**src/rtl/mem_access_ctrl.sv**
```systemverilog
// mem_access_ctrl: SRAM-like data-bus controller for MEM-stage loads/stores (IDLE -> ADDR -> DATA).
// Optional feature: define MEM_ALIGN_CHECK_EN to trap misaligned half/word accesses on adel/ades.
module mem_access_ctrl #(
    parameter int unsigned KSEG_XLATE = 1
) (
    input  logic        clk,
    input  logic        resetn,
    input  logic        req_valid,
    output logic        req_ready,
    input  logic [7:0]  req_op,
    input  logic [31:0] req_addr,
    input  logic [31:0] req_wdata,
    input  logic        flush,
    output logic        data_req,
    output logic        data_wr,
    output logic [1:0]  data_size,
    output logic [31:0] data_addr,
    output logic [31:0] data_wdata,
    output logic [3:0]  data_wstrb,
    input  logic        data_addr_ok,
    input  logic        data_data_ok,
    input  logic [31:0] data_rdata,
    output logic        resp_valid,
    output logic [31:0] resp_rdata,
    output logic        adel,
    output logic        ades,
    output logic        stall
);

    localparam logic [7:0] EXE_LB_OP  = 8'b1110_0000;
    localparam logic [7:0] EXE_LBU_OP = 8'b1110_0100;
    localparam logic [7:0] EXE_LH_OP  = 8'b1110_0001;
    localparam logic [7:0] EXE_LHU_OP = 8'b1110_0101;
    localparam logic [7:0] EXE_LW_OP  = 8'b1110_0011;
    localparam logic [7:0] EXE_SB_OP  = 8'b1110_1000;
    localparam logic [7:0] EXE_SH_OP  = 8'b1110_1001;
    localparam logic [7:0] EXE_SW_OP  = 8'b1110_1011;

    typedef enum logic [1:0] {
        IDLE = 2'd0,
        ADDR = 2'd1,
        DATA = 2'd2
    } state_e;

    state_e      state_q;
    logic [31:0] addr_q;
    logic [31:0] wdata_q;
    logic [31:0] rdata_q;
    logic [3:0]  wstrb_q;
    logic [1:0]  size_q;
    logic        wr_q;
    logic        kill_q;
    logic        resp_valid_q;

    logic        opKnown;
    logic        opStore;
    logic [1:0]  opSize;
    logic [31:0] opWdata;
    logic [31:0] opAddr;
    logic [3:0]  opWstrb;
    logic        misalignTrap;
    logic        accept;
    logic        busStart;
    logic        complete;

    // Decode the incoming request into bus size, replicated data, strobes and physical address.
    always_comb begin
        opKnown = 1'b1;
        opStore = 1'b0;
        opSize  = 2'd2;
        case (req_op)
            EXE_LB_OP, EXE_LBU_OP: opSize = 2'd0;
            EXE_LH_OP, EXE_LHU_OP: opSize = 2'd1;
            EXE_LW_OP:             opSize = 2'd2;
            EXE_SB_OP: begin opSize = 2'd0; opStore = 1'b1; end
            EXE_SH_OP: begin opSize = 2'd1; opStore = 1'b1; end
            EXE_SW_OP: begin opSize = 2'd2; opStore = 1'b1; end
            default:               opKnown = 1'b0;
        endcase

        opWdata = req_wdata;
        opWstrb = 4'b0000;
        if (opStore) begin
            case (opSize)
                2'd0: begin
                    opWdata = {4{req_wdata[7:0]}};
                    opWstrb = 4'b0001 << req_addr[1:0];
                end
                2'd1: begin
                    opWdata = {2{req_wdata[15:0]}};
                    opWstrb = req_addr[1] ? 4'b1100 : 4'b0011;
                end
                default: opWstrb = 4'b1111;
            endcase
        end

        opAddr = req_addr;
        if (KSEG_XLATE != 0 && req_addr[31:30] == 2'b10) begin
            opAddr = {3'b000, req_addr[28:0]};
        end
    end

    assign req_ready  = (state_q == IDLE) && !flush;
    assign accept     = req_valid && req_ready;
    assign busStart   = accept && opKnown && !misalignTrap;
    assign complete   = data_data_ok &&
                        ((state_q == ADDR && data_addr_ok) || state_q == DATA);

    assign data_req   = (state_q == ADDR);
    assign data_wr    = wr_q;
    assign data_size  = size_q;
    assign data_addr  = addr_q;
    assign data_wdata = wdata_q;
    assign data_wstrb = wstrb_q;
    assign resp_valid = resp_valid_q;
    assign resp_rdata = rdata_q;
    assign stall      = (req_valid && !req_ready) ||
                        (state_q != IDLE && !(state_q == DATA && data_data_ok));

    // Transaction FSM; a flush after launch lets the bus beat finish but swallows the response.
    always_ff @(posedge clk or negedge resetn) begin
        if (!resetn) begin
            state_q      <= IDLE;
            addr_q       <= 32'd0;
            wdata_q      <= 32'd0;
            rdata_q      <= 32'd0;
            wstrb_q      <= 4'd0;
            size_q       <= 2'd0;
            wr_q         <= 1'b0;
            kill_q       <= 1'b0;
            resp_valid_q <= 1'b0;
        end else begin
            resp_valid_q <= 1'b0;
            case (state_q)
                IDLE: begin
                    kill_q <= 1'b0;
                    if (busStart) begin
                        addr_q  <= opAddr;
                        wdata_q <= opWdata;
                        wstrb_q <= opWstrb;
                        size_q  <= opSize;
                        wr_q    <= opStore;
                        state_q <= ADDR;
                    end
                end
                ADDR: begin
                    if (data_addr_ok) begin
                        state_q <= data_data_ok ? IDLE : DATA;
                    end
                end
                DATA: begin
                    if (data_data_ok) begin
                        state_q <= IDLE;
                    end
                end
                default: state_q <= IDLE;
            endcase

            if (state_q != IDLE && flush) begin
                kill_q <= 1'b1;
            end
            if (complete) begin
                rdata_q      <= data_rdata;
                resp_valid_q <= !(kill_q || flush);
                kill_q       <= 1'b0;
            end
        end
    end

`ifdef MEM_ALIGN_CHECK_EN
    logic adel_q;
    logic ades_q;

    assign misalignTrap = (opSize == 2'd1 && req_addr[0]) ||
                          (opSize == 2'd2 && req_addr[1:0] != 2'b00);

    // Misaligned accesses never reach the bus; they leave a single-cycle exception pulse instead.
    always_ff @(posedge clk or negedge resetn) begin
        if (!resetn) begin
            adel_q <= 1'b0;
            ades_q <= 1'b0;
        end else begin
            adel_q <= accept && opKnown && misalignTrap && !opStore;
            ades_q <= accept && opKnown && misalignTrap && opStore;
        end
    end

    assign adel = adel_q;
    assign ades = ades_q;
`else
    assign misalignTrap = 1'b0;
    assign adel         = 1'b0;
    assign ades         = 1'b0;
`endif

endmodule
```
**config.mk**
```make
export PLATFORM = sky130hd
export DESIGN_NAME = mem_access_ctrl
export DESIGN_NICKNAME = d
export VERILOG_FILES = /design/src/rtl/mem_access_ctrl.sv
export SDC_FILE = /design/constraint.sdc
export NUM_CORES = 1
export LEC_CHECK = 0
export ABC_AREA = 1
export BUFFER_PORTS_ARGS = -buffer_cell sky130_fd_sc_hd__buf_4
export CORE_MARGIN = 3
export CORE_UTILIZATION = 42
export DETAILED_ROUTE_END_ITERATION = 16
export PLACE_DENSITY_LB_ADDON = 0.05
export SYNTH_ARGS = -nofsm -noshare
export SYNTH_HDL_FRONTEND = slang
export SYNTH_SLANG_ARGS = --single-unit
```
**constraint.sdc**
```tcl
create_clock -name clk -period 1.45 [get_ports clk]
set_input_delay 0.2175 -clock clk [delete_from_list [all_inputs] [get_ports clk]]
set_output_delay 0.2175 -clock clk [all_outputs]
set_load 0.01 [all_outputs]
```
== Yosys cells after proc, flatten, opt, wreduce, memory -nomap -nowiden ==
Cells that the tools add are included.

* Bits in registers: 107
* Input port bits: 110
* Output and inout port bits: 109
* Logic and storage cells: 69

* Equality and inequality tests: 15
* Shifts and indexed selects: 1
* Muxes and demuxes: 18
* Reductions and logical operators: 26

{| class="wikitable"
|+ Operators with widths
! cell !! number
|-
| $eq 8x8->1 const B || 8
|-
| $mux 32 || 2
|-
| $pmux 32 s2 || 1
|-
| $logic_and 1x1->1 || 9
|-
| $reduce_or 3->1 || 3
|-
| $mux 2 || 4
|-
| $mux 4 || 2
|-
| $pmux 4 s2 || 1
|-
| $reduce_or 8->1 || 1
|-
| $mux 1 || 6
|-
| $pmux 2 s3 || 1
|-
| $eq 2x1->1 const B || 2
|-
| $eq 2x2->1 const B || 2
|-
| $logic_not 1->1 || 4
|-
| $logic_not 2->1 || 2
|-
| $ne 2x2->1 const B || 2
|-
| $pmux 2 s2 || 1
|-
| $shl 1x2->4 const A || 1
|-
| $logic_or 1x1->1 || 3
|-
| $reduce_and 3->1 || 1
|-
| $reduce_bool 3->1 || 1
|-
| $ne 2x1->1 const B || 1
|-
| $reduce_and 2->1 || 1
|-
| $reduce_bool 2->1 || 1
|}

== Longest topological paths before layout ==
Gate-level depths: netlist (run 1).

* Depth in word-level cells: 6
* Gate-level depth with buffers: 11

== Worst setup path after synthesis (run 1) ==
No wires, ideal clock.

* Kind: register -> register
* Start: register state_q[0]
* End: register addr_q[27] (netlist: data_addr[27])
* Library setup time: 0.066 ns
* Data arrival time: 1.296 ns
* Data required time: 1.384 ns
* Slack: 0.089 ns
* Stages on the path, launching flop included: 10
* Cell sequence: dfrtp_1 nor2_1 inv_1 nor3_1 nand2_2 inv_2 buf_6 buf_6 nand2_1 nand2_1

* Longest elaborated chain between the ends: 5

{| class="wikitable"
|+ Ends and longest elaborated chain
! item !! RTL line !! text
|-
| start, declared || 45 || <nowiki>state_e state_q;</nowiki>
|-
| start signal, assigned || 148 || <nowiki>state_q <= data_data_ok ? IDLE : DATA;</nowiki>
|-
| $logic_not 2->1 * || 103, 134 ||
|-
| $logic_and 1x1->1 || 103 || <nowiki>assign req_ready = (state_q == IDLE) && !flush;</nowiki>
|-
| $logic_and 1x1->1 || 104 || <nowiki>assign accept = req_valid && req_ready;</nowiki>
|-
| $logic_and 1x1->1 || 105 || <nowiki>assign busStart = accept && opKnown && !misalignTrap;</nowiki>
|-
| $reduce_and 2->1 (no line) * || n/a ||
|-
| end signal, assigned || 138 || <nowiki>addr_q <= opAddr;</nowiki>
|-
| end, declared || 46 || <nowiki>logic [31:0] addr_q;</nowiki>
|}

Every way passes the cells marked *; elsewhere a longest branch is shown, timed or not.
A chain may end at the register's enable or synchronous reset.

== Final worst setup path (run 1) ==
* Start: register state_q[1]
* End: output port stall

* Longest elaborated chain between the ends: 5
* Elaborated cells on any way between the ends: 10
* Those cells by class: eq/ne (1); reduce/logical (9)

{| class="wikitable"
|+ Ends and longest elaborated chain
! item !! RTL line !! text
|-
| $eq 2x2->1 / $logic_not 2->1 (equally long branches) || 118, 103 ||
|-
| $logic_and 1x1->1, on equally long branches || 118, 103 ||
|-
| $logic_not 1->1, on equally long branches || 118, 117 ||
|-
| $logic_and 1x1->1, on equally long branches || 118, 117 ||
|-
| $logic_or 1x1->1 * || 117 || <nowiki>assign stall = (req_valid && !req_ready) ||</nowiki>
|-
| end, declared || 27 || <nowiki>output logic stall</nowiki>
|}

Marks and branches as above.

==> results of run 1 <==
==> sequential cells by signal, summed over array words and instances, names as in the netlist <==
name / count
data_wdata: 32
data_size: 2
data_addr: 32
resp_valid: 1
kill_q: 1
data_wr: 1
state_q: 2
resp_rdata: 32
data_wstrb: 4
==> placed cells by master (no fill, tap or decap), types with 4 or more instances in the layout <==
cell type | netlist | routed
o21ai_1 | 1 | 5
inv_1 | 17 | 16
buf_12 | 0 | 8
nor2_1 | 12 | 11
buf_6 | 2 | 4
nand3_1 | 48 | 48
dfrtp_1 | 107 | 107
nand2_1 | 355 | 355
o21ai_0 | 14 | 10
clkbuf_8 | 0 | 10
buf_4 | 2 | 236
==> stage by stage <==
step | cell area [µm²] | setup TNS [ps] | hold WS, ps | setup slack [ps]
after floorplan | 4700 | 0 | -78.1 | 88.8
after CTS | 7050 | -4080 | 12.1 | -182
final | 7060 | -3370 | 26.9 | -146
after global routing | 7060 | -10330 | 15.3 | -242
after global placement | 6670 | -9.71 | 151 | -7.41
after detailed placement | 6670 | -2490 | 156 | -79.5
==> kinds of logic (layout without fill, tap and decap cells) <==
logic type / after synthesis / after routing
buffers and inverters: 50 / 289
and+or+nand+nor: 425 / 425
other: 1 / 2
AOI/OAI and AO/OA: 17 / 17
DFF: 107 / 107
==> repair_timing <==
| item | in CTS | in global routing |
|---|---|---|
| buffers inserted | 2 | 0 |
| setup endpoints to repair | 69 | 107 |
| resized for setup | 10 | 6 |
| cloned | 3 | 0 |
| pin swaps | 1 | 0 |
| hold buffers | 1 | 0 |
| endpoints found under the hold margin | 17 | 0 |
==> final cells by class <==
| class | count | area, µm² |
|---|---|---|
| fill | 929 | 3540 |
| sequential | 107 | 2680 |
| timing repair buffer | 253 | 2100 |
| multi-input combinational | 444 | 1810 |
| tap | 136 | 170 |
| clock buffer | 10 | 138 |
| clock inverter | 6 | 83.8 |
| inverter | 20 | 77.6 |
==> critical path, cell delays in order, from the launching register on <==
cell and delay (ps):
dfrtp_1 400, nor2_1 90, inv_1 60, buf_6 120, nor2_4 100, o221ai_2 90, buf_4 150
==> how the worst max path moves through the flow <==
stage,endpoint,slack [ps],cells past startpoint
floorplan,data_addr[27],90,9
detailed placement,data_wdata[26],-80,11
CTS,stall,-180,6
global route,stall,-240,6
finish,stall,-150,6
global placement,data_wdata[17],-7,11
==> report_power, final <==
part	internal (mW)	switching [mW]	leakage, nW	total [mW]
Combinational	1.20	1.04	2.64	2.24
Clock	0.886	1.11	0.112	2.00
Sequential	3.55	0.334	1.41	3.89
Total	5.64	2.48	4.16	8.12
==> routing by layer <==
layer  up-vias  global-route usage (%)  share of wire [%]
li1       2305                       -                  -
met1      2179                    28.6                 40
met2       196                    38.4                 49
met3        22                    6.36                8.7
met4         0                    7.62                2.1
met5         -                       0                  0
==> results_dict.tcl, run 1 <==
set metrics [dict create \
    ys_seq_elements 107 \
    post-route-util_pct 66.6 \
    synth_top_family_by_area "simple AND/OR/NAND/NOR gates" \
    cts_buffers 9 \
    clk_latency_ps 380 \
    drv_slew 0 \
    hold_end "data_addr[22]" \
    wire_per_inst_um 14.8 \
    vias_per_cell 4.82 \
    p_total_mw 8.12 \
    violations "negative setup slack" \
    die_height_um 112 \
    drive_gt1_share_pct 33.2 \
    path_max_fanout 3 \
    reg2reg_depth 9 \
    synth_mux_area_share_pct 0 \
    hold_depth 3 \
    grt_max_degree 38 \
    end_kind "primary output" \
    min_period_over_period_pct 110 \
    synthesis.area_mm2 0.00469 \
    synthCells 600 \
    r2r-start "state_q[1]" \
    hp-start "req_addr[22]" \
    p_per_area_mw_per_mm2 1150 \
    grt_pass1_vias 4699 \
    io_buffers 216 \
    hp-class "input port to flip-flop" \
    antennaDiodeCount 0 \
    final_cells 976 \
    io_pins 219 \
    start_kind "flip-flop" \
    cts_tree "done" \
    fp.coreArea_mm2 0.0106 \
    drt-total-wl_um 14400 \
    rsz0062_at_grt "yes" \
    fp.dieW_um 112 \
    grt_usage_pct 22.9 \
    synth_ff_type "dfrtp_1" \
    synth_top_area_share_pct 57.1 \
    synth_xor_area_share_pct 0 \
    final_antenna_net_count 0 \
    dpl.hpwl_um 10600 \
    clk_path_buf_depth 2 \
    critical_path_required_ps 1230 \
    ys_seq_area_share_pct 57.1 \
    num-nets-final 945 \
    finalHoldViolCount 0 \
    crit_type "flip-flop to primary output" \
    dpl.cell_count 954 \
    gp_congestion 0.890 \
    synth_commonest_cells "355 x nand2_1, 107 x dfrtp_1, 48 x nand3_1" \
    ctsRootBufferMaster "clkbuf_8" \
    synth_top_cell_by_area "dfrtp_1" \
    netlist_top_cells_area "dfrtp_1 57%, nand2_1 28%, nand3_1 5.1%, o21ai_0 1.5%, inv_1 1.4%" \
    dieArea_mm2 0.0125 \
    ys_warn_count 0 \
    clock-skew-final_ps 13.5 \
    synth-simple-area-share_pct 36.2 \
    status "finished with violations" \
    synth.most_common_cell "nand2_1" \
    post-route-drc-count 0 \
    initial_core_util_pct 44.3 \
    grt_antenna_before_repair 0 \
    syn_avg_cell_area_um2 7.82 \
    fp-row-count 37 \
    critPathLaunch "state_q[1]" \
    cts_sinks 107 \
    vias 4702 \
    setup_slack_ps -146 \
    cellLeakagePower_nw 4.16 \
    cts.clk_slew.worst_paths_ps 110 \
    grt_first_pass_wirelength_um 23000 \
    synth_edf_count 0 \
    max-vdd-ir-drop_mv 0.732 \
    h-tree-depth 3 \
    fin_crit_ps 1600 \
    cap_violations 0 \
    ys_types 24 \
    max_freq_mhz 627 \
    area_growth_pct 50.5 \
    setup_viol 53 \
    drt_iter0_drc 244 \
    dr.pass1.iters 5 \
    synthAdderAreaFrac_pct 0 \
    async_reset_ff_share_pct 100 \
    arrival_ps 1380 \
    synth-compound-area-share_pct 1.89 \
    rrSetupSlack_ps -100 \
    rr_endpoint "data_addr[17]" \
    gr-total-overflow 0 \
]
No activity file was read; power rests on OpenSTA's default activity.
==> run 2: changes to the inputs <==
Settings changed: CORE_MARGIN 3 to 1.
==> run 2 against run 1 <==
Compared with the run above: the run still ends with negative setup slack left; global-route usage grew 0.40 points; final cell count is 0.20% higher; clock skew decreased by 1.6 ps; sequential power about the same; critical path type unchanged; largest power group unchanged; highest routed layer unchanged.
==> results_dict.tcl, run 2 (synthesized netlist as in run 1, its figures left out) <==
set metrics [dict create \
    fp.dieW_um 108 \
    area_growth_pct 49.8 \
    setup_viol 2 \
    multi_input_area_mm2 0.00182 \
    wire_per_inst_um 14.3 \
    drive_gt1_share_pct 33.5 \
    finalHoldViolCount 0 \
    p_total_mw 7.78 \
    gr-total-overflow 0 \
    fin_hold_ws_ps 27.6 \
    cellLeakagePower_nw 4.13 \
    antennaDiodeCount 0 \
    cap_violations 0 \
    pre_cts_ws_ps -24.3 \
    cts_sinks 107 \
    end_kind "primary output" \
    start_kind "flip-flop" \
    initial_core_util_pct 43.3 \
    critPathLaunch "state_q[1]" \
    worstSetupEndpoint "stall" \
    die_height_um 108 \
    vias 4699 \
    h-tree-depth 3 \
    violations "negative setup slack" \
    post-route-util_pct 64.9 \
    rr_endpoint "data_wdata[7]" \
    setup_slack_ps -65.0 \
    finalSetupTns_ps -106 \
    arrival_ps 1300 \
    dr.pass1.iters 4 \
    grt_first_pass_wirelength_um 21100 \
    grt_pass1_vias 4427 \
    fp-row-count 38 \
    clock-skew-final_ps 11.9 \
    regArea_mm2 0.00268 \
    fill_cells 963 \
    io_buffers 216 \
    clk_path_buf_depth 2 \
    dieArea_mm2 0.0116 \
    rsz0062_at_grt "yes" \
    clk_latency_ps 380 \
    max-vdd-ir-drop_mv 0.671 \
    drv_slew 0 \
    grt_max_degree 62 \
    reg2reg_depth 9 \
    max_freq_mhz 660 \
    cts_buffers 9 \
    final_cell_mix "352 x nand2_1, 232 x buf_4, 107 x dfrtp_1" \
    path_max_fanout 3 \
    p_per_area_mw_per_mm2 1110 \
    r2r-start "state_q[1]" \
    critical_path_required_ps 1230 \
    rrSetupSlack_ps 0 \
    num-nets-final 943 \
    dpl.cell_count 952 \
    grt_antenna_before_repair 0 \
    hold_depth 3 \
    io_pins 219 \
    crit_type "flip-flop to primary output" \
    drt-total-wl_um 14000 \
    cts_tree "done" \
    gp_congestion 0.850 \
    dpl.hpwl_um 9510 \
    place_area_mm2 0.00662 \
    fin_crit_ps 1520 \
    drt_iter0_drc 211 \
    ctsRootBufferMaster "clkbuf_8" \
    min_period_over_period_pct 104 \
    hp-class "input port to flip-flop" \
    cts.clk_slew.worst_paths_ps 110 \
    final_area_mm2 0.00703 \
    status "finished with violations" \
    grt_usage_pct 23.3 \
    vias_per_cell 4.80 \
    final_antenna_net_count 0 \
    fp.coreArea_mm2 0.0108 \
    post-route-drc-count 0 \
    mostFrequentLayoutCell "nand2_1" \
    final_cells 978 \
]
run 2: area by class of cell:
class	instances	share of cell area, %
Clock inverter	6	0.587
Sequential cell	107	38.1
Tap cell	140	2.49
Timing Repair Buffer	251	29.9
Multi-Input combinational cell	444	25.9
Inverter	20	1.25
Clock buffer	10	1.82
run 2: repair_timing:
action,4_1_cts,5_1_grt
setup buffers,1,0
pin swaps,1,3
gates cloned,1,7
endpoints found under the hold margin,107,0
setup endpoints to repair,48,107
hold buffers,1,0
gates resized for setup,8,12
run 2: how the worst min path moves through the flow:
stage                       start            end  slack [ps]
floorplan                  resetn   data_addr[0]         -80
global placement           resetn  data_addr[29]         220
detailed placement         resetn  data_addr[29]         230
CTS                         flush     resp_valid          10
global route        data_rdata[3]  resp_rdata[3]          20
finish              data_rdata[5]  resp_rdata[5]          30
run 2: report_power, final:
group	switching, mW	internal (mW)
clock network	1.05	0.627
logic	1.02	1.20
registers	0.337	3.55
total	2.41	5.37
run 2: layer usage:
metal	vias to the layer above	GRT usage, %	part of all wire, %
met5	-	0	0
met4	0	9.20	2.3
met3	25	5.33	7.9
met2	194	37.4	48
met1	2172	30.3	41
li1	2308	-	-
run 2: critical path, stage by stage, from the launching register on:
cell,delay [ps]
dfrtp_1,400
nor2_1,100
inv_1,70
nor2_2,120
o221ai_2,90
buf_4,150
==> run 3: changes to the inputs <==
==> constraint.sdc (replaced) <==
create_clock -name clk -period 1.45 [get_ports clk]
set_input_delay 0.0725 -clock clk [delete_from_list [all_inputs] [get_ports clk]]
set_output_delay 0.0725 -clock clk [all_outputs]
set_load 0.01 [all_outputs]
==> run 3 against run 2 <==
Compared with the run above: the run now ends clean; sequential share of layout area decreased by 3.0 points; largest cell class is now buffers; clock-buffer cell count increased by 1; via count increased by 4.9%; final cell count increased by 6.5%; first-iteration DRC count increased by 49%; non-clock buffer count increased by 65; wire length increased by 2.9%; critical path depth unchanged; power increased by 2.0%; clock skew decreased by 6.6 ps.
==> results_dict.tcl, run 3 (synthesized netlist as in run 1, its figures left out) <==
set metrics [dict create \
    slowest_stage "dfrtp_1" \
    end_kind "primary output" \
    cts_tree "done" \
    antennaDiodeCount 0 \
    clk_latency_ps 360 \
    wire_per_inst_um 13.8 \
    finalHoldViolCount 0 \
    clock-skew-final_ps 5.29 \
    io_buffers 216 \
    drt_iter0_drc 315 \
    rrSetupSlack_ps 30 \
    num-nets-final 1008 \
    post-route-drc-count 0 \
    final_cells 1042 \
    path_cells "nor2_1 > inv_2 > nor2_4 > o221ai_2 > buf_4" \
    clk_path_buf_depth 2 \
    fp.coreArea_mm2 0.0108 \
    h-tree-depth 3 \
    cts_sinks 107 \
    grtUsageMet3_pct 5.87 \
    fill_cells 890 \
    min_period_over_period_pct 98.5 \
    arrival_ps 1360 \
    rsz0062_at_grt "yes" \
    dieArea_mm2 0.0116 \
    initial_core_util_pct 43.3 \
    max-vdd-ir-drop_mv 0.793 \
    max_freq_mhz 700 \
    grt_max_degree 47 \
    post-route-util_pct 70.3 \
    cap_violations 0 \
    final_area_mm2 0.00762 \
    grt_usage_pct 24.4 \
    setup_slack_ps 21.6 \
    area_growth_pct 62.5 \
    dpl.cell_count 945 \
    drv_slew 0 \
    p_total_mw 7.94 \
    final_cell_mix "355 x nand2_1, 229 x buf_4, 107 x dfrtp_1" \
    mostFrequentLayoutCell "nand2_1" \
    clock_power_share_pct 20.9 \
    fin_hold_ws_ps 24.7 \
    critPathTopFamily "flip-flops" \
    crit_buf_inv 2 \
    crit_type "flip-flop to primary output" \
    place_area_mm2 0.00658 \
    dr.pass1.iters 4 \
    grt_antenna_before_repair 0 \
    p_seq_share_pct 49.0 \
    pre_cts_ws_ps -73.5 \
    cellLeakagePower_nw 4.36 \
    dpl.hpwl_um 9440 \
    combPwrFrac_pct 30.1 \
    drive_gt1_share_pct 29.5 \
    p_per_area_mw_per_mm2 1040 \
    setup_viol 0 \
    grt_first_pass_wirelength_um 22100 \
    die_height_um 108 \
    gr-total-overflow 0 \
    fin_crit_ps 1430 \
    grt_busiest_layer "met2" \
    vias 4928 \
    status "completed" \
    swShare_pct 30.3 \
    path_max_fanout 3 \
    critical_path_required_ps 1380 \
    internal_power_mw 5.54 \
    ctsRootBufferMaster "clkbuf_8" \
    io_pins 219 \
    grt_pass1_vias 4754 \
    use_met1_pct 30.4 \
    grtUsageMet2_pct 40.6 \
    drt-total-wl_um 14400 \
    p_switching_mw 2.41 \
    fp.dieW_um 108 \
    hp-class "input port to flip-flop" \
    start_kind "flip-flop" \
    cts_buffers 9 \
    fp-row-count 38 \
    gp_congestion 0.852 \
    cts.clk_slew.worst_paths_ps 100 \
    vias_per_cell 4.73 \
    final_antenna_net_count 0 \
    slowest_delay_ps 400 \
    finalSetupTns_ps 0 \
]
-- run 3: changes by cell type in the layout (fill, tap and decap cells not counted), sizes merged --
cell / delta
inv: -1
dlygate4sd3: +76
buf: -8
clkbuf: -2
clkinv: -1
-- run 3: area by class of cell --
class	count	area (µm²)	share of cell area (%)
Clock buffer	11	141	1.85
Clock inverter	4	27.5	0.361
Inverter	20	77.6	1.02
Multi-Input combinational cell	444	1820	23.9
Sequential cell	107	2680	35.1
Tap cell	140	175	2.30
Timing Repair Buffer	316	2700	35.4
-- run 3: path summary, 6_finish.rpt --
| path | start | end | depth (start not counted) |
|---|---|---|---|
| max | state_q[0] | stall | 5 |
| min | req_wdata[26] | data_wdata[26] | 5 |
| max reg2reg | state_q[0] | data_addr[18] | 8 |
| min reg2reg | kill_q | resp_valid | 1 |
| max in group asynchronous | resetn | resp_rdata[5] | 3 |
| min in group asynchronous | resetn | data_addr[29] | 2 |
-- run 3: power groups by stage --
stage	Combinational (mW)	Clock [mW]	Sequential, mW
final	2.39	1.66	3.89
after global routing	2.62	1.82	3.96
after CTS	2.38	1.73	3.89
after detailed placement	2.22	0	3.92
after global placement	2.16	0	3.93
after floorplan	0.551	0	4.18
-- run 3: what timing repair did --
action                     in CTS  in global routing
setup buffers                   0                  3
cloned                          0                  2
hold buffers                   77                  0
gates resized for setup         2                  7
setup endpoints to repair      71                 70
hold endpoints to repair      166                  0
pin swaps                       0                  3
-- run 3: metal layers --
layer | vias to the layer above | wire length (µm)
li1 | 2431 | -
met1 | 2288 | 6020
met2 | 186 | 7030
met3 | 23 | 1070
met4 | 0 | 310
met5 | - | 0
-- run 3: tightest hold or removal path, stage by stage --
cell     delay [ps]
buf_4            80
nand3_1          60
nand2_1          60
nand2_1          40
nand2_1          40
